--- config.mk ---
export PLATFORM = sky130hd
export DESIGN_NAME = pe_token_collector_flat
export DESIGN_NICKNAME = d
export VERILOG_FILES = /design/src/rtl/pe_token_collector_if.sv /design/src/rtl/pe_token_collector.sv /design/src/flat_wrapper.sv
export SDC_FILE = /design/constraint.sdc
export NUM_CORES = 1
export LEC_CHECK = 0
export CAP_MARGIN = 20
export CORE_UTILIZATION = 55
export DETAILED_ROUTE_END_ITERATION = 10
export PLACE_DENSITY_LB_ADDON = 0.15
export SYNTH_ARGS = -nofsm -noshare
export SYNTH_HDL_FRONTEND = slang
export SYNTH_SLANG_ARGS = --single-unit
--- constraint.sdc ---
create_clock -name clk -period 4.3 [get_ports clk]
set_input_delay 1.29 -clock clk [delete_from_list [all_inputs] [get_ports clk]]
set_output_delay 1.29 -clock clk [all_outputs]
set_load 0.01 [all_outputs]
--- src/rtl/pe_token_collector_if.sv ---
// Handshake bundle between the token collector, its upstream issuer, the PE output and the downstream consumer.
interface pe_token_collector_if #(
    parameter int WIDTH   = 16,
    parameter int LATENCY = 15,
    parameter int DEPTH   = 8
);
    logic                         issue_valid;
    logic                         issue_ready;
    logic [WIDTH-1:0]             pe_data;
    logic [WIDTH-1:0]             out_data;
    logic                         out_valid;
    logic                         out_ready;
    logic [$clog2(DEPTH+1)-1:0]   occupancy;
    logic [$clog2(LATENCY+1)-1:0] inflight;

    modport master (
        output issue_valid, pe_data, out_ready,
        input  issue_ready, out_data, out_valid, occupancy, inflight
    );

    modport slave (
        input  issue_valid, pe_data, out_ready,
        output issue_ready, out_data, out_valid, occupancy, inflight
    );
endinterface

--- src/rtl/pe_token_collector.sv ---
// Captures fixed-latency PE results into a credit-protected show-ahead FIFO.
// Defining PE_COLLECT_STATS_EN adds the stall_cnt and hwm statistics outputs.
module pe_token_collector #(
    parameter int WIDTH   = 16,
    parameter int LATENCY = 15,
    parameter int DEPTH   = 8
) (
    input  logic                       clk,
    input  logic                       rst,
    pe_token_collector_if.slave        bus
`ifdef PE_COLLECT_STATS_EN
    ,
    output logic [15:0]                stall_cnt,
    output logic [$clog2(DEPTH+1)-1:0] hwm
`endif
);
    localparam int CNT_W = $clog2(DEPTH + 1);
    localparam int INF_W = $clog2(LATENCY + 1);
    localparam int PTR_W = $clog2(DEPTH);
    localparam int SUM_W = $clog2(DEPTH + LATENCY + 1);

    logic [LATENCY-1:0] r_vpipe;
    logic [LATENCY-1:0] w_vpipe_next;
    logic [PTR_W-1:0]   r_rd_ptr;
    logic [PTR_W-1:0]   r_wr_ptr;
    logic [CNT_W-1:0]   r_count;
    logic [CNT_W-1:0]   w_count_next;
    logic [INF_W-1:0]   r_inflight;
    logic [WIDTH-1:0]   r_mem [DEPTH];
    logic               w_accept;
    logic               w_arrive;
    logic               w_pop;
    logic [SUM_W-1:0]   w_credit_used;

    // Credit counts both stored and in-flight tokens, so a write can never hit a full FIFO.
    assign w_credit_used   = SUM_W'(r_count) + SUM_W'(r_inflight);
    assign bus.issue_ready = w_credit_used < SUM_W'(DEPTH);
    assign w_accept        = bus.issue_valid && bus.issue_ready;
    assign w_arrive        = r_vpipe[LATENCY-1];
    assign bus.out_valid   = (r_count != '0);
    assign w_pop           = bus.out_valid && bus.out_ready;
    assign bus.out_data    = r_mem[r_rd_ptr];
    assign bus.occupancy   = r_count;
    assign bus.inflight    = r_inflight;

    generate
        if (LATENCY == 1) begin : g_vpipe_one
            assign w_vpipe_next = w_accept;
        end else begin : g_vpipe_shift
            assign w_vpipe_next = {r_vpipe[LATENCY-2:0], w_accept};
        end
    endgenerate

    // NOTE: default assignment first so every path drives w_count_next and no latch is inferred.
    always_comb begin
        w_count_next = r_count;
        if (w_arrive && !w_pop) begin
            w_count_next = r_count + CNT_W'(1);
        end else if (!w_arrive && w_pop) begin
            w_count_next = r_count - CNT_W'(1);
        end
    end

    function automatic logic [PTR_W-1:0] ptr_inc(input logic [PTR_W-1:0] p);
        return (p == PTR_W'(DEPTH - 1)) ? '0 : p + PTR_W'(1);
    endfunction

    // NOTE: non-blocking assignments so every register samples pre-edge values.
    always_ff @(posedge clk) begin
        if (rst) begin
            r_vpipe    <= '0;
            r_rd_ptr   <= '0;
            r_wr_ptr   <= '0;
            r_count    <= '0;
            r_inflight <= '0;
        end else begin
            r_vpipe <= w_vpipe_next;
            r_count <= w_count_next;
            if (w_arrive) r_wr_ptr <= ptr_inc(r_wr_ptr);
            if (w_pop)    r_rd_ptr <= ptr_inc(r_rd_ptr);
            if (w_accept && !w_arrive) begin
                r_inflight <= r_inflight + INF_W'(1);
            end else if (!w_accept && w_arrive) begin
                r_inflight <= r_inflight - INF_W'(1);
            end
        end
    end

    // NOTE: storage is not reset; r_count gates out_valid, so stale entries are never presented.
    always_ff @(posedge clk) begin
        if (w_arrive && !rst) begin
            r_mem[r_wr_ptr] <= bus.pe_data;
        end
    end

`ifdef PE_COLLECT_STATS_EN
    logic [15:0]      r_stall_cnt;
    logic [CNT_W-1:0] r_hwm;

    always_ff @(posedge clk) begin
        if (rst) begin
            r_stall_cnt <= '0;
            r_hwm       <= '0;
        end else begin
            if (bus.issue_valid && !bus.issue_ready && r_stall_cnt != 16'hFFFF) begin
                r_stall_cnt <= r_stall_cnt + 16'd1;
            end
            if (w_count_next > r_hwm) begin
                r_hwm <= w_count_next;
            end
        end
    end

    assign stall_cnt = r_stall_cnt;
    assign hwm       = r_hwm;
`endif
endmodule
--- src/flat_wrapper.sv ---
// flat-port wrapper written by rule: the top's interface ports become plain ports
module pe_token_collector_flat 
#(
    parameter int WIDTH   = 16,
    parameter int LATENCY = 15,
    parameter int DEPTH   = 8
)
  (clk, rst, bus_issue_valid, bus_pe_data, bus_out_ready, bus_issue_ready, bus_out_data, bus_out_valid, bus_occupancy, bus_inflight);
  pe_token_collector_if #(.WIDTH(WIDTH), .LATENCY(LATENCY), .DEPTH(DEPTH)) bus_i ();
  input  logic clk;
  input  logic rst;
  input wire logic [$bits(bus_i.issue_valid)-1:0] bus_issue_valid;
  input wire logic [$bits(bus_i.pe_data)-1:0] bus_pe_data;
  input wire logic [$bits(bus_i.out_ready)-1:0] bus_out_ready;
  output wire logic [$bits(bus_i.issue_ready)-1:0] bus_issue_ready;
  output wire logic [$bits(bus_i.out_data)-1:0] bus_out_data;
  output wire logic [$bits(bus_i.out_valid)-1:0] bus_out_valid;
  output wire logic [$bits(bus_i.occupancy)-1:0] bus_occupancy;
  output wire logic [$bits(bus_i.inflight)-1:0] bus_inflight;
  assign bus_i.issue_valid = bus_issue_valid;
  assign bus_i.pe_data = bus_pe_data;
  assign bus_i.out_ready = bus_out_ready;
  assign bus_issue_ready = bus_i.issue_ready;
  assign bus_out_data = bus_i.out_data;
  assign bus_out_valid = bus_i.out_valid;
  assign bus_occupancy = bus_i.occupancy;
  assign bus_inflight = bus_i.inflight;
  pe_token_collector #(.WIDTH(WIDTH), .LATENCY(LATENCY), .DEPTH(DEPTH)) u_core (.clk(clk), .rst(rst), .bus(bus_i));
endmodule
==> run metrics <==
Critical Path, Cell by Cell=buf_12 > mux4_1 > mux2_2 > clkdlybuf4s50_1; most frequent cell after synthesis=edfxtp_1; Hold Path Depth=1; GP Congestion=0.754; CTS sink count=160; Yosys cell types=31; Lkg Pwr=between 2 and 3 nW; maximum operating frequency=257 MHz; synthesis-stage register bit count=160; WL final=10,500 um; Final ANT Viol Nets=0; worst reg2reg path endpoint=u_core.bus.inflight[3]; number of global-route vias before repair=roughly 3,000; setup_tns=0 ns; Final Hold Viols=0; initial antenna violation count=0; overall die height=109 um; clk_skew=0.00467 ns; Initial Util=between 50% and 60%; Hold Path Origin=u_core.r_vpipe[5]; WHS Endpoint=u_core.r_vpipe[6]; post-CTS setup buffers=0; Clock Latency Late Sink=0.41 ns; row count=38; CTS tree=built; clk buf depth=2; CP peak stage delay=0.59 ns; mux cell area share after synthesis=17.0%; CP max-delay cell=dfxtp_2; DRC Markers=0; clk slew on worst S/H paths=roughly 0.060 ns; CP top delay family=multiplexers; Synth warnings=0; final setup violation count=0; wire length per cell=around 19 um; max-cap violations=0; Synth area leader=edfxtp_1; WP data arrival=roughly 2.6 ns; worst hold margin=approximately 0.43 ns; grt total ovfl=0; fin crit period=3.89 ns; status=completed; critical path depth in cells=4; post-synthesis compound-gate area fraction=1.36%; WP buf/inv=2; core area=0.0110 mm^2; slack of the worst reg-to-reg path=~1.2 ns; Post-synth EDFFs=between 100 and 150; Post-synth ARST share=0%; Post-CTS Resized=0; actual slew at the worst max-slew pin=0.418 ns; DRT Pass-1 Iters=4; first-pass GRT wire length=approximately 16,000 um; ant diodes=0; crit path launch type=flop; main area contributors after synthesis=edfxtp_1 (61%), mux4_1 (12%), dfxtp_1 (10%), mux2_2 (3.2%), ha_1 (2.6%); Post-synth top cells=edfxtp_1 (128), dfxtp_1 (32), mux4_1 (28), nor2_1 (25), mux2_2 (18); synth-to-layout area growth=20.0%; max-slew violation count=0; nets=424; via count=around 3,100; Max FO, Critical Path=20; share of cells above drive strength 1=between 15 and 20%; initial drt markers=127; slew margin rel.=72.2%; die span in x=approximately 110 um; Ports=46; unrepaired setup endpoints after global routing=false; Top FF cell, synth=edfxtp_1; RR Startpoint=u_core.bus.occupancy[1]; worst r2r path cells=11; Worst Path Required=3.01 ns; Total Power=0.00405 W; vias per inst=5.64; Mean Syn Cell Area=19.3 um^2; syn_nets=360; PortBufs=45; CTS Buf Count=17; Post-Synth XOR/XNOR Area=0.558%; post-synthesis sequential area ratio=71.5%; fin crit share=90.5%; WS Path Type=flop to output port; gr usage total=approximately 20%; Synth Instances=325; root buffer cell=clkbuf_16; Synth Cell Area=0.00628 mm^2; H-tree depth=4; Post-Synth Simple-Gate Area=4.80%; HP Class=flop to flop; CTS Hold Bufs=0; Synth Area in Adders=3.23%; PwrDens=538 mW/mm^2; main combinational cell family by area after synthesis=multiplexers; maximum VDD drop=434 uV; DP HPWL=6010 um; critical path endpoint category=output port; post-synth top area share=61.2%; Die Area=0.0118 mm^2; Core Util, Final=68.6%; largest net degree at the start of global routing=33
## logic make-up (layout without fill, tap and decap cells)
group | after synthesis | after routing
DFF | 160 | 160
buffers and inverters | 18 | 94
muxes | 54 | 54
and+or+nand+nor | 60 | 60
adders and majority gates | 15 | 15
xor gates and xnor gates | 4 | 4
AOI/OAI and AO/OA | 14 | 14
## how the worst max path moves through the flow
stage,startpoint,endpoint,slack [ns]
floorplan,rst,u_core.r_mem[0][0],0.57
global placement,bus_issue_valid,u_core.bus.inflight[3],0.83
detailed placement,bus_issue_valid,u_core.bus.inflight[3],0.77
CTS,flop,bus_out_data[11],0.37
global route,flop,bus_out_data[11],0.31
finish,flop,bus_out_data[11],0.41
## layer usage
layer	wire [um]	track usage, %
met1	4480	23.5
met2	5310	33.2
met3	520	6.69
met4	195	7.82
met5	0	0
## worst register-to-register path, stage by stage, from the launching register on
cell      delay (ns)
dfxtp_1         0.46
ha_1            0.28
a31o_2          0.24
a211o_1         0.30
nor3b_1         0.27
ha_1            0.22
inv_1           0.09
ha_1            0.34
a21oi_1         0.19
a211oi_1        0.10
a31oi_1         0.16
mux2_2          0.35
## metrics by stage
step / area [um^2] / std cells / worst slack, ns
after floorplan: 6280 / 325 / 0.571
after CTS: 7530 / 541 / 0.368
final: 7530 / 541 / 0.407
after detailed placement: 6950 / 510 / 0.767
after global routing: 7530 / 541 / 0.307
after global placement: 6950 / 510 / 0.835
## layout make-up
type | count | area, um^2
repair buffers | 60 | 576
clock inverters | 12 | 144
flip-flops and latches | 160 | 4490
inverters | 3 | 11.3
multi-input cells | 147 | 1710
fillers | 714 | 3450
well taps | 140 | 175
clock buffers | 19 | 433
## sequential cells by signal, summed over array words and instances, names as in the netlist, named ones only
signal / cells
u_core.bus.inflight: 4
u_core.bus.occupancy: 4
u_core.r_mem: 128
u_core.r_rd_ptr: 3
u_core.r_vpipe: 15
u_core.r_wr_ptr: 3
## cells in the final DEF, fill, tap and decap left out, types with 2 or more instances in the layout
| cell | synthesis | layout |
|---|---|---|
| ha_1 | 13 | 13 |
| nor2b_1 | 17 | 17 |
| bufinv_16 | 0 | 3 |
| a21oi_1 | 8 | 8 |
| edfxtp_1 | 128 | 128 |
| buf_4 | 0 | 14 |
| clkinv_2 | 0 | 5 |
| mux4_2 | 4 | 4 |
| a31oi_1 | 2 | 2 |
| clkdlybuf4s50_1 | 0 | 45 |
| clkbuf_1 | 7 | 2 |
| nand2_1 | 7 | 7 |
| mux4_1 | 28 | 28 |
| clkbuf_16 | 0 | 17 |
| dfxtp_1 | 32 | 31 |
| nor2_1 | 25 | 25 |
| nand3_1 | 3 | 3 |
| nor4_2 | 0 | 2 |
| xnor2_1 | 2 | 2 |
| xor2_1 | 2 | 2 |
| a211oi_1 | 2 | 2 |
| clkinv_4 | 0 | 2 |
| mux2_2 | 18 | 18 |
| mux2i_1 | 4 | 4 |
| inv_1 | 3 | 3 |
| fa_1 | 2 | 2 |
## power by group
part	switching (W)	total [W]	leakage [nW]	internal, W
Sequential	0.0000776	0.00180	1.41	0.00172
Combinational	0.000325	0.000799	0.879	0.000473
Clock	0.000555	0.00146	0.284	0.000902
Total	0.000957	0.00405	2.57	0.00309
No activity file was read; power rests on OpenSTA's default activity.
